==> config.mk <==
export PLATFORM = sky130hd
export DESIGN_NAME = fa32_result_fifo
export DESIGN_NICKNAME = d
export VERILOG_FILES = /design/src/rtl/fa32_result_fifo.sv
export SDC_FILE = /design/constraint.sdc
export NUM_CORES = 1
export LEC_CHECK = 0
export ABC_AREA = 1
export CAP_MARGIN = 20
export CELL_PAD_IN_SITES_DETAIL_PLACEMENT = 1
export CELL_PAD_IN_SITES_GLOBAL_PLACEMENT = 1
export CORE_ASPECT_RATIO = 0.9
export CORE_MARGIN = 2
export CORE_UTILIZATION = 45
export CTS_CLUSTER_SIZE = 40
export DETAILED_ROUTE_END_ITERATION = 8
export PLACE_DENSITY_LB_ADDON = 0.1
export SLEW_MARGIN = 0
export SYNTH_ARGS = -nofsm -noshare
export SYNTH_HDL_FRONTEND = slang
export SYNTH_SLANG_ARGS = --single-unit
==> constraint.sdc <==
create_clock -name clk -period 3.54 [get_ports clk]
set_input_delay 0.885 -clock clk [delete_from_list [all_inputs] [get_ports clk]]
set_output_delay 0.885 -clock clk [all_outputs]
set_load 0.005 [all_outputs]
==> src/rtl/fa32_result_fifo.sv <==
// First-word-fall-through result FIFO capturing {cout, sum} from the 32-bit adder.
// Optional sticky overflow flag built only when FA32_RESULT_FIFO_OVF_EN is defined.
module fa32_result_fifo #(
    parameter int WIDTH = 32,
    parameter int DEPTH = 4
) (
    input  logic                     clk,
    input  logic                     rst_n,
    input  logic                     in_valid,
    input  logic [WIDTH-1:0]         in_sum,
    input  logic                     in_cout,
    output logic                     in_ready,
    output logic                     out_valid,
    output logic [WIDTH-1:0]         out_sum,
    output logic                     out_cout,
    input  logic                     out_ready,
    output logic [$clog2(DEPTH):0]   count,
    output logic                     full,
    output logic                     empty,
    output logic                     ovf
);

    localparam int AW = $clog2(DEPTH);

    // Handshakes: a word moves on a rising edge only when its valid and ready
    // are both high at that edge. in_ready and out_valid come from registered
    // pointers alone, so neither side sees a combinational path from the other.
    logic [WIDTH:0] r_mem [DEPTH];
    logic [AW:0]    r_wr_ptr;
    logic [AW:0]    r_rd_ptr;
    logic           w_wr_en;
    logic           w_rd_en;
    logic [WIDTH:0] w_head;

    assign empty     = (r_wr_ptr == r_rd_ptr);
    assign full      = (r_wr_ptr[AW-1:0] == r_rd_ptr[AW-1:0]) &&
                       (r_wr_ptr[AW] != r_rd_ptr[AW]);
    assign count     = r_wr_ptr - r_rd_ptr;
    assign in_ready  = !full;
    assign out_valid = !empty;

    assign w_wr_en = in_valid && !full;
    assign w_rd_en = out_valid && out_ready;

    assign w_head   = r_mem[r_rd_ptr[AW-1:0]];
    assign out_sum  = w_head[WIDTH-1:0];
    assign out_cout = w_head[WIDTH];

    always_ff @(posedge clk or negedge rst_n) begin
        if (!rst_n) begin
            r_wr_ptr <= '0;
            r_rd_ptr <= '0;
        end else begin
            if (w_wr_en) r_wr_ptr <= r_wr_ptr + 1'b1;
            if (w_rd_en) r_rd_ptr <= r_rd_ptr + 1'b1;
        end
    end

    // Storage is deliberately left out of reset; empty masks stale contents.
    always_ff @(posedge clk) begin
        if (w_wr_en) r_mem[r_wr_ptr[AW-1:0]] <= {in_cout, in_sum};
    end

`ifdef FA32_RESULT_FIFO_OVF_EN
    logic r_ovf;

    always_ff @(posedge clk or negedge rst_n) begin
        if (!rst_n) begin
            r_ovf <= 1'b0;
        end else if (in_valid && full) begin
            r_ovf <= 1'b1;
        end
    end

    assign ovf = r_ovf;
`else
    assign ovf = 1'b0;
`endif

endmodule

==> results.json, run 1 <==
{
  "grt_pass1_wl_um": 20200,
  "maxSlewHeadroom": 0.592,
  "ys_seq_elements": 138,
  "rsz0062_at_grt": "no",
  "synth_edf_count": 132,
  "place_inst": 616,
  "synth_nets": 429,
  "drv_cap": 0,
  "finalCriticalPeriod_ns": 3.24,
  "max_stage_delay_ns": 0.55,
  "synth_top_area_share": 0.683,
  "ir_drop_v": 0.000477,
  "place_ws_ns": 0.736,
  "clock_skew_ns": 0.00641,
  "p_leak_nw": 2.52,
  "worst_slew_pin_slew_ns": 0.608,
  "cts-resized-gates": 0,
  "dieWidth_um": 124,
  "synthesis.instances": 384,
  "cts_setup_buffers": 0,
  "routed_wirelength_um": 12700,
  "num_io_pins": 78,
  "place.gp.congestion": 0.708,
  "required_ns": 2.65,
  "outcome": "complete, no violations",
  "synth_area_leaders": "edfxtp_1, o22ai_2, nor2_4",
  "synth.avg_cell_area_um2": 15.1,
  "final_cell_count_no_fill": 647,
  "max_freq_mhz": 309,
  "synth_common_cells": "edfxtp_1, o21ai_0, nor2_1",
  "diodes": 0,
  "cts_htree_levels": 4,
  "end_kind": "primary output",
  "vias": 3340,
  "hpwl_um": 7850,
  "rows": 39,
  "worstSetupPathType": "flip-flop to primary output",
  "initial_core_util": 0.459,
  "maxSlewViolCount": 0,
  "netlist_area_um2": 5800,
  "r2r_cells": 7,
  "powerDensity_nw_per_um2": 909,
  "fin_tns_setup_ns": 0,
  "reg2reg_slack_ns": 1.08,
  "holdBufCountCts": 0,
  "ys_seq_area_frac": 0.709,
  "grt_pass1_vias": 3689,
  "cts_buffer_depth": 2,
  "die_h_um": 112,
  "reg2reg_to": "r_mem[3][3]$_DFFE_PP_",
  "path_cells": "inv_4, buf_12, o21ai_0, o22ai_2, clkdlybuf4s50_1",
  "cts_made_buffers": 17,
  "muxShareOfSynthArea": 0,
  "cts_root_buf": "clkbuf_16",
  "portBuffers": 76,
  "hold_path_end": "r_wr_ptr[0]$_DFFE_PN0P_",
  "crit_path_start_kind": "flip-flop",
  "final-setup-viol-count": 0,
  "hold_start": "r_wr_ptr[0]$_DFFE_PN0P_",
  "overflow": 0,
  "wl_per_cell_um": 19.6,
  "cts.sinks": 138,
  "ys_types": 24,
  "via_per_inst": 5.16,
  "synthAdderAreaFrac": 0.0186,
  "power_mw": 6.63,
  "synth_top_family_by_area": "compound AO/OA/AOI/OAI gates",
  "track_usage": 0.201,
  "synth_ff_type": "edfxtp_1",
  "cp_max_fo": 26,
  "setup_ws_ns": 0.305,
  "area_delta_synth_final_pct": 25.8,
  "clk_pin_slew_ns": 0.05,
  "synth_compound_area_frac": 0.124,
  "postSynth.asyncResetShare": 0.0435,
  "timing.rr.start": "r_rd_ptr[0]$_DFFE_PN0P_",
  "final_antenna_net_count": 0,
  "antenna_found_initial": 0,
  "path_buf_inv": 3,
  "layout-drive-gt1-share": 0.217,
  "cp_top_family": "buffers and inverters",
  "drt-initial-drc-count": 224,
  "synth_xor_area_frac": 0.00302,
  "slowest_stage": "clkdlybuf4s50_1",
  "dr.pass1.iters": 4,
  "yosys_warnings": 0,
  "holdPathStages": 2,
  "die-area_um2": 13800,
  "synth-simple-area-share": 0.107,
  "worstPathArrival_ns": 2.35,
  "coreArea_um2": 12600,
  "post-synth-top-count-cell": "edfxtp_1",
  "fin_nets": 516,
  "drcViolationCount": 0,
  "synth_area_leader_cell": "edfxtp_1",
  "clock_latency_ns": 0.42,
  "period_share": 0.914,
  "tritoncts": "yes",
  "hold_viol_final": 0,
  "grt_max_degree": 37,
  "hold_path.class": "flip-flop to flip-flop"
}
logic make-up after synthesis:
logic type               after synthesis
adder cells (fa/ha/maj)                8
buffers and inverters                 37
XOR/XNOR                               2
other                                  1
flip-flops                           138
AND/OR/NAND/NOR                       99
AO/OA/AOI/OAI                         99
metal layers:
layer  vias up  global-route usage  share of wire
li1       1585                   -              -
met1      1681               0.257           0.43
met2        65               0.331           0.52
met3         9              0.0594          0.039
met4         0              0.0614          0.010
met5         -                   0              0
layout by cell type (no fill, tap or decap), types with 4 or more instances in the layout:
master,n
buf_4,9
ha_1,7
clkdlybuf4s50_1,76
o21ai_1,8
clkinv_2,4
nand3_1,6
buf_12,4
o22ai_2,29
nor2_1,37
clkinv_1,6
inv_1,12
edfxtp_1,132
nand2_1,21
clkbuf_16,17
o21ai_0,58
dfrtp_1,5
nor2_4,32
o22ai_1,4
per-stage QoR:
step           cell area, um^2   util  hold slack, ns
2_1_floorplan             5800      -           0.496
3_3_place_gp              6780  0.536           0.531
3_5_place_dp              6780  0.536           0.540
4_1_cts                   7300  0.577           0.560
5_1_grt                   7300  0.577           0.571
6_report                  7300  0.577           0.552
worst max-delay path by stage:
| stage | end | from | cells after the start | slack, ns |
|---|---|---|---|---|
| after floorplan | r_mem[2][0]$_DFFE_PP_ | r_rd_ptr[1]$_DFFE_PN0P_ | 8 | 0.44 |
| after global placement | out_sum[31] | r_rd_ptr[0]$_DFFE_PN0P_ | 5 | 0.77 |
| after detailed placement | out_sum[16] | r_rd_ptr[0]$_DFFE_PN0P_ | 4 | 0.74 |
| after CTS | out_sum[16] | r_rd_ptr[0]$_DFFE_PN0P_ | 5 | 0.27 |
| after global routing | out_sum[16] | r_rd_ptr[0]$_DFFE_PN0P_ | 4 | 0.19 |
| final | out_sum[16] | r_rd_ptr[0]$_DFFE_PN0P_ | 5 | 0.30 |
sequential cells by signal (all words and copies together), names as in the netlist:
register,count
r_wr_ptr,3
r_mem,132
r_rd_ptr,3
layout make-up:
class / count / area (um^2)
sequential: 138 / 4120
fill: 1192 / 5340
timing repair buffer: 89 / 908
tap: 164 / 205
clock inverter: 12 / 83.8
multi-input combinational: 209 / 1490
inverter: 16 / 62.6
clock buffer: 19 / 433
worst reg2reg max path: stages (launching register included):
cell and delay, ns:
dfrtp_2 0.54, ha_1 0.36, nand2_1 0.06, inv_1 0.13, nand3_4 0.12, nand2_1 0.11
clkinv_1 0.49, buf_12 0.39
power by group:
part / internal (mW) / switching [mW]
sequential: 2.19 / 0.156
combinational: 1.25 / 1.47
clock: 0.940 / 0.626
total: 4.38 / 2.25
No activity file was read; power rests on OpenSTA's default activity.
==> inputs of run 2 (changes only) <==
CORE_MARGIN = unset   (was 2)
HOLD_SLACK_MARGIN = 0.05   (was unset)
TNS_END_PERCENT = 1   (was unset)
==> results.json, run 2 (same netlist as run 1, synthesis figures left out) <==
{
  "end_kind": "primary output",
  "fin_area_um2": 7290,
  "cts_root_buf": "clkbuf_16",
  "hpwl_um": 7370,
  "dr.pass1.iters": 4,
  "cp_max_fo": 67,
  "maxSlewHeadroom": 0.627,
  "fin_nets": 515,
  "required_ns": 2.65,
  "maxSlewViolCount": 0,
  "drcViolationCount": 0,
  "cts_made_buffers": 17,
  "cts.sinks": 138,
  "grt_max_degree": 68,
  "ir_drop_v": 0.000752,
  "finalCriticalPeriod_ns": 3.13,
  "max_freq_mhz": 320,
  "drt-initial-drc-count": 136,
  "clock_skew_ns": 0.00765,
  "rows": 38,
  "num_io_pins": 78,
  "nFillCells": 1151,
  "grt_pass1_vias": 3564,
  "antenna_found_initial": 0,
  "initial_core_util": 0.471,
  "drv_cap": 0,
  "worstSetupPathType": "flip-flop to primary output",
  "hold_viol_final": 0,
  "die_h_um": 110,
  "area_delta_synth_final_pct": 25.7,
  "dpl_cell_area_um2": 6740,
  "period_share": 0.883,
  "place.gp.congestion": 0.738,
  "hold_path.class": "flip-flop to flip-flop",
  "worstPathArrival_ns": 2.24,
  "diodes": 0,
  "cts_htree_levels": 4,
  "grt_pass1_wl_um": 19400,
  "portBuffers": 76,
  "tritoncts": "yes",
  "track_usage": 0.208,
  "worst_slew_pin_slew_ns": 0.559,
  "power_mw": 6.69,
  "crit_path_start_kind": "flip-flop",
  "final_antenna_net_count": 0,
  "layout-drive-gt1-share": 0.213,
  "largest_reg_flops": 132,
  "dieWidth_um": 122,
  "overflow": 0,
  "holdBufCountCts": 0,
  "vias": 3330,
  "rsz0062_at_grt": "no",
  "final-setup-viol-count": 0,
  "p_leak_nw": 2.51,
  "cts_setup_buffers": 0,
  "layout_commonest_cell": "edfxtp_1",
  "wl_per_cell_um": 19.7,
  "clk_pin_slew_ns": 0.06,
  "powerDensity_nw_per_um2": 918,
  "routed_wirelength_um": 12600,
  "via_per_inst": 5.18,
  "coreArea_um2": 12300,
  "final_util": 0.592,
  "die-area_um2": 13300,
  "cts-resized-gates": 0,
  "clock_latency_ns": 0.42,
  "fin_tns_setup_ns": 0,
  "fin_hold_ws_ns": 0.545,
  "outcome": "complete, no violations",
  "final_cell_mix": "edfxtp_1, clkdlybuf4s50_1, o21ai_0, nor2_1, nor2_4",
  "cts_buffer_depth": 2
}
-- run 2: cell count changes in the layout (fill, tap and decap cells not counted), sizes merged --
cell / previous run / this run
buf: 13 / 12
clkbuf: 19 / 21
clkinv: 10 / 8
bufinv: 1 / 2
-- run 2: stage by stage --
step,std cells,worst slack (ns)
2_1_floorplan,384,0.439
6_report,643,0.414
5_1_grt,643,0.276
3_3_place_gp,611,0.849
4_1_cts,643,0.358
3_5_place_dp,611,0.827
-- run 2: worst max-delay path, cell delays in order, from the launching register on --
cell and delay [ns]:
dfrtp_2 0.44, inv_4 0.07, buf_12 0.41, o21ai_0 0.17, o22ai_2 0.13, clkdlybuf4s50_1 0.58
-- run 2: where the power goes --
part           internal, mW  total, mW  switching, mW
Sequential             2.19       2.32          0.131
Combinational          1.22       2.71           1.49
Clock                  1.02       1.66          0.636
-- run 2: area by class of cell --
class                   count  area, um^2  share of cell area
flip-flops and latches    138        4120               0.565
multi-input cells         209        1490               0.204
repair buffers             88         876               0.120
clock buffers              21         440              0.0604
well taps                 160         200              0.0275
clock inverters            11         104              0.0143
inverters                  16        62.6             0.00859
-- run 2: final timing paths --
kind / slack (ns) / startpoint / cells past startpoint / endpoint
worst max-delay path: 0.41 / r_rd_ptr[0]$_DFFE_PN0P_ / 5 / out_sum[24]
worst min-delay path: 0.54 / r_wr_ptr[0]$_DFFE_PN0P_ / 2 / r_wr_ptr[0]$_DFFE_PN0P_
worst max register to register: 1.09 / r_rd_ptr[1]$_DFFE_PN0P_ / 8 / r_mem[1][4]$_DFFE_PP_
worst min register to register: 0.54 / r_wr_ptr[0]$_DFFE_PN0P_ / 2 / r_wr_ptr[0]$_DFFE_PN0P_
max in group asynchronous: 2.51 / rst_n / 1 / r_rd_ptr[0]$_DFFE_PN0P_
min in group asynchronous: 0.74 / rst_n / 1 / r_rd_ptr[2]$_DFFE_PN0P_
-- run 2: metal layers --
layer,GRT usage,part of all wire
met1,0.249,0.42
met2,0.343,0.51
met3,0.0737,0.052
met4,0.0864,0.016
met5,0,0
==> inputs of run 3 (changes only) <==
ABC_CLOCK_PERIOD_IN_PS = 3540   (was unset)
CORE_UTILIZATION = 39   (was 45)
==> results.json, run 3 (same netlist as run 1, synthesis figures left out) <==
{
  "outcome": "complete, no violations",
  "fin_nets": 512,
  "maxSlewViolCount": 0,
  "hold_path.class": "flip-flop to flip-flop",
  "worst_slew_pin_slew_ns": 0.560,
  "drcViolationCount": 0,
  "worstPathArrival_ns": 2.38,
  "area_delta_synth_final_pct": 25.9,
  "power_mw": 6.54,
  "fin_area_um2": 7300,
  "max_freq_mhz": 306,
  "finalCriticalPeriod_ns": 3.27,
  "ir_drop_v": 0.000439,
  "track_usage": 0.180,
  "grt_pass1_vias": 3574,
  "num_io_pins": 78,
  "overflow": 0,
  "via_per_inst": 4.96,
  "grt_pass1_wl_um": 19900,
  "final_cell_mix": "edfxtp_1, clkdlybuf4s50_1, o21ai_0, nor2_1, nor2_4",
  "wl_per_cell_um": 18.8,
  "diodes": 0,
  "die-area_um2": 15400,
  "rsz0062_at_grt": "no",
  "dpl_cell_area_um2": 6820,
  "required_ns": 2.65,
  "end_kind": "primary output",
  "cts_buffer_depth": 2,
  "nFillCells": 1414,
  "clock_latency_ns": 0.42,
  "cts.sinks": 138,
  "hold_viol_final": 0,
  "coreArea_um2": 14300,
  "cts_root_buf": "clkbuf_16",
  "p_leak_nw": 2.49,
  "layout-drive-gt1-share": 0.203,
  "grt_max_degree": 53,
  "crit_path_start_kind": "flip-flop",
  "rows": 41,
  "place.gp.congestion": 0.685,
  "clk_pin_slew_ns": 0.05,
  "period_share": 0.923,
  "maxSlewHeadroom": 0.624,
  "drt-initial-drc-count": 261,
  "largest_reg_flops": 132,
  "final_antenna_net_count": 0,
  "initial_core_util": 0.407,
  "routed_wirelength_um": 12600,
  "cts_htree_levels": 4,
  "antenna_found_initial": 0,
  "clock_skew_ns": 0.0116,
  "reg2reg_slack_ns": 1.12,
  "tritoncts": "yes",
  "fin_tns_setup_ns": 0,
  "final-setup-viol-count": 0,
  "hpwl_um": 7540,
  "cp_max_fo": 26,
  "portBuffers": 76,
  "cts_setup_buffers": 0,
  "dr.pass1.iters": 4,
  "drv_cap": 0,
  "layout_commonest_cell": "edfxtp_1",
  "dieWidth_um": 131,
  "die_h_um": 118,
  "powerDensity_nw_per_um2": 896,
  "worstSetupPathType": "flip-flop to primary output",
  "vias": 3329,
  "cts_made_buffers": 17,
  "cts-resized-gates": 0,
  "holdBufCountCts": 0
}
[run 3: cell types whose count changed in the layout (fill, tap and decap cells not counted)]
| cell | delta |
|---|---|
| clkinvlp_4 | -2 |
| clkbuf_1 | +3 |
| buf_12 | +5 |
| clkinv_1 | -2 |
| buf_4 | -8 |
| clkinv_2 | +1 |
| bufinv_16 | -2 |
[run 3: worst paths after layout]
path	start	depth (start not counted)	end
worst max-delay path	r_rd_ptr[0]$_DFFE_PN0P_	5	out_sum[24]
worst min-delay path	r_wr_ptr[0]$_DFFE_PN0P_	2	r_wr_ptr[0]$_DFFE_PN0P_
worst max register to register	r_rd_ptr[0]$_DFFE_PN0P_	7	r_mem[3][26]$_DFFE_PP_
worst min register to register	r_wr_ptr[0]$_DFFE_PN0P_	2	r_wr_ptr[0]$_DFFE_PN0P_
max in group asynchronous	rst_n	1	r_rd_ptr[0]$_DFFE_PN0P_
min in group asynchronous	rst_n	1	r_wr_ptr[2]$_DFFE_PN0P_
[run 3: layer usage]
layer / track usage / routed length, um / vias up
met5: 0 / 0 / -
met2: 0.280 / 6220 / 73
li1: - / - / 1578
met1: 0.231 / 5670 / 1671
met4: 0.0833 / 133 / 0
met3: 0.0509 / 562 / 7
[run 3: final cells by class]
cell class	count	area (um^2)	share of cell area
Sequential cell	138	4120	0.564
Multi-Input combinational cell	209	1490	0.204
Timing Repair Buffer	85	916	0.125
Clock buffer	24	452	0.0619
Tap cell	193	241	0.0331
Inverter	16	62.6	0.00857
Clock inverter	6	26.3	0.00360
[run 3: power breakdown]
part / total [mW] / internal [mW] / switching (mW)
combinational: 2.72 / 1.26 / 1.46
clock: 1.48 / 0.874 / 0.602
sequential: 2.34 / 2.19 / 0.152
total: 6.54 / 4.33 / 2.21
[run 3: through the flow]
step | cells | worst slack [ns] | util | hold WS [ns]
6_report | 671 | 0.271 | 0.512 | 0.551
5_1_grt | 671 | 0.126 | 0.512 | 0.582
4_1_cts | 671 | 0.209 | 0.512 | 0.560
3_5_place_dp | 641 | 0.675 | 0.479 | 0.549
3_3_place_gp | 641 | 0.730 | 0.479 | 0.545
2_1_floorplan | 384 | 0.439 | - | 0.496
[run 3: worst max-delay path: stages, from the launching register on]
cell	delay, ns
dfrtp_2	0.56
inv_4	0.30
buf_12	0.28
o21ai_0	0.15
o22ai_2	0.14
clkdlybuf4s50_1	0.55
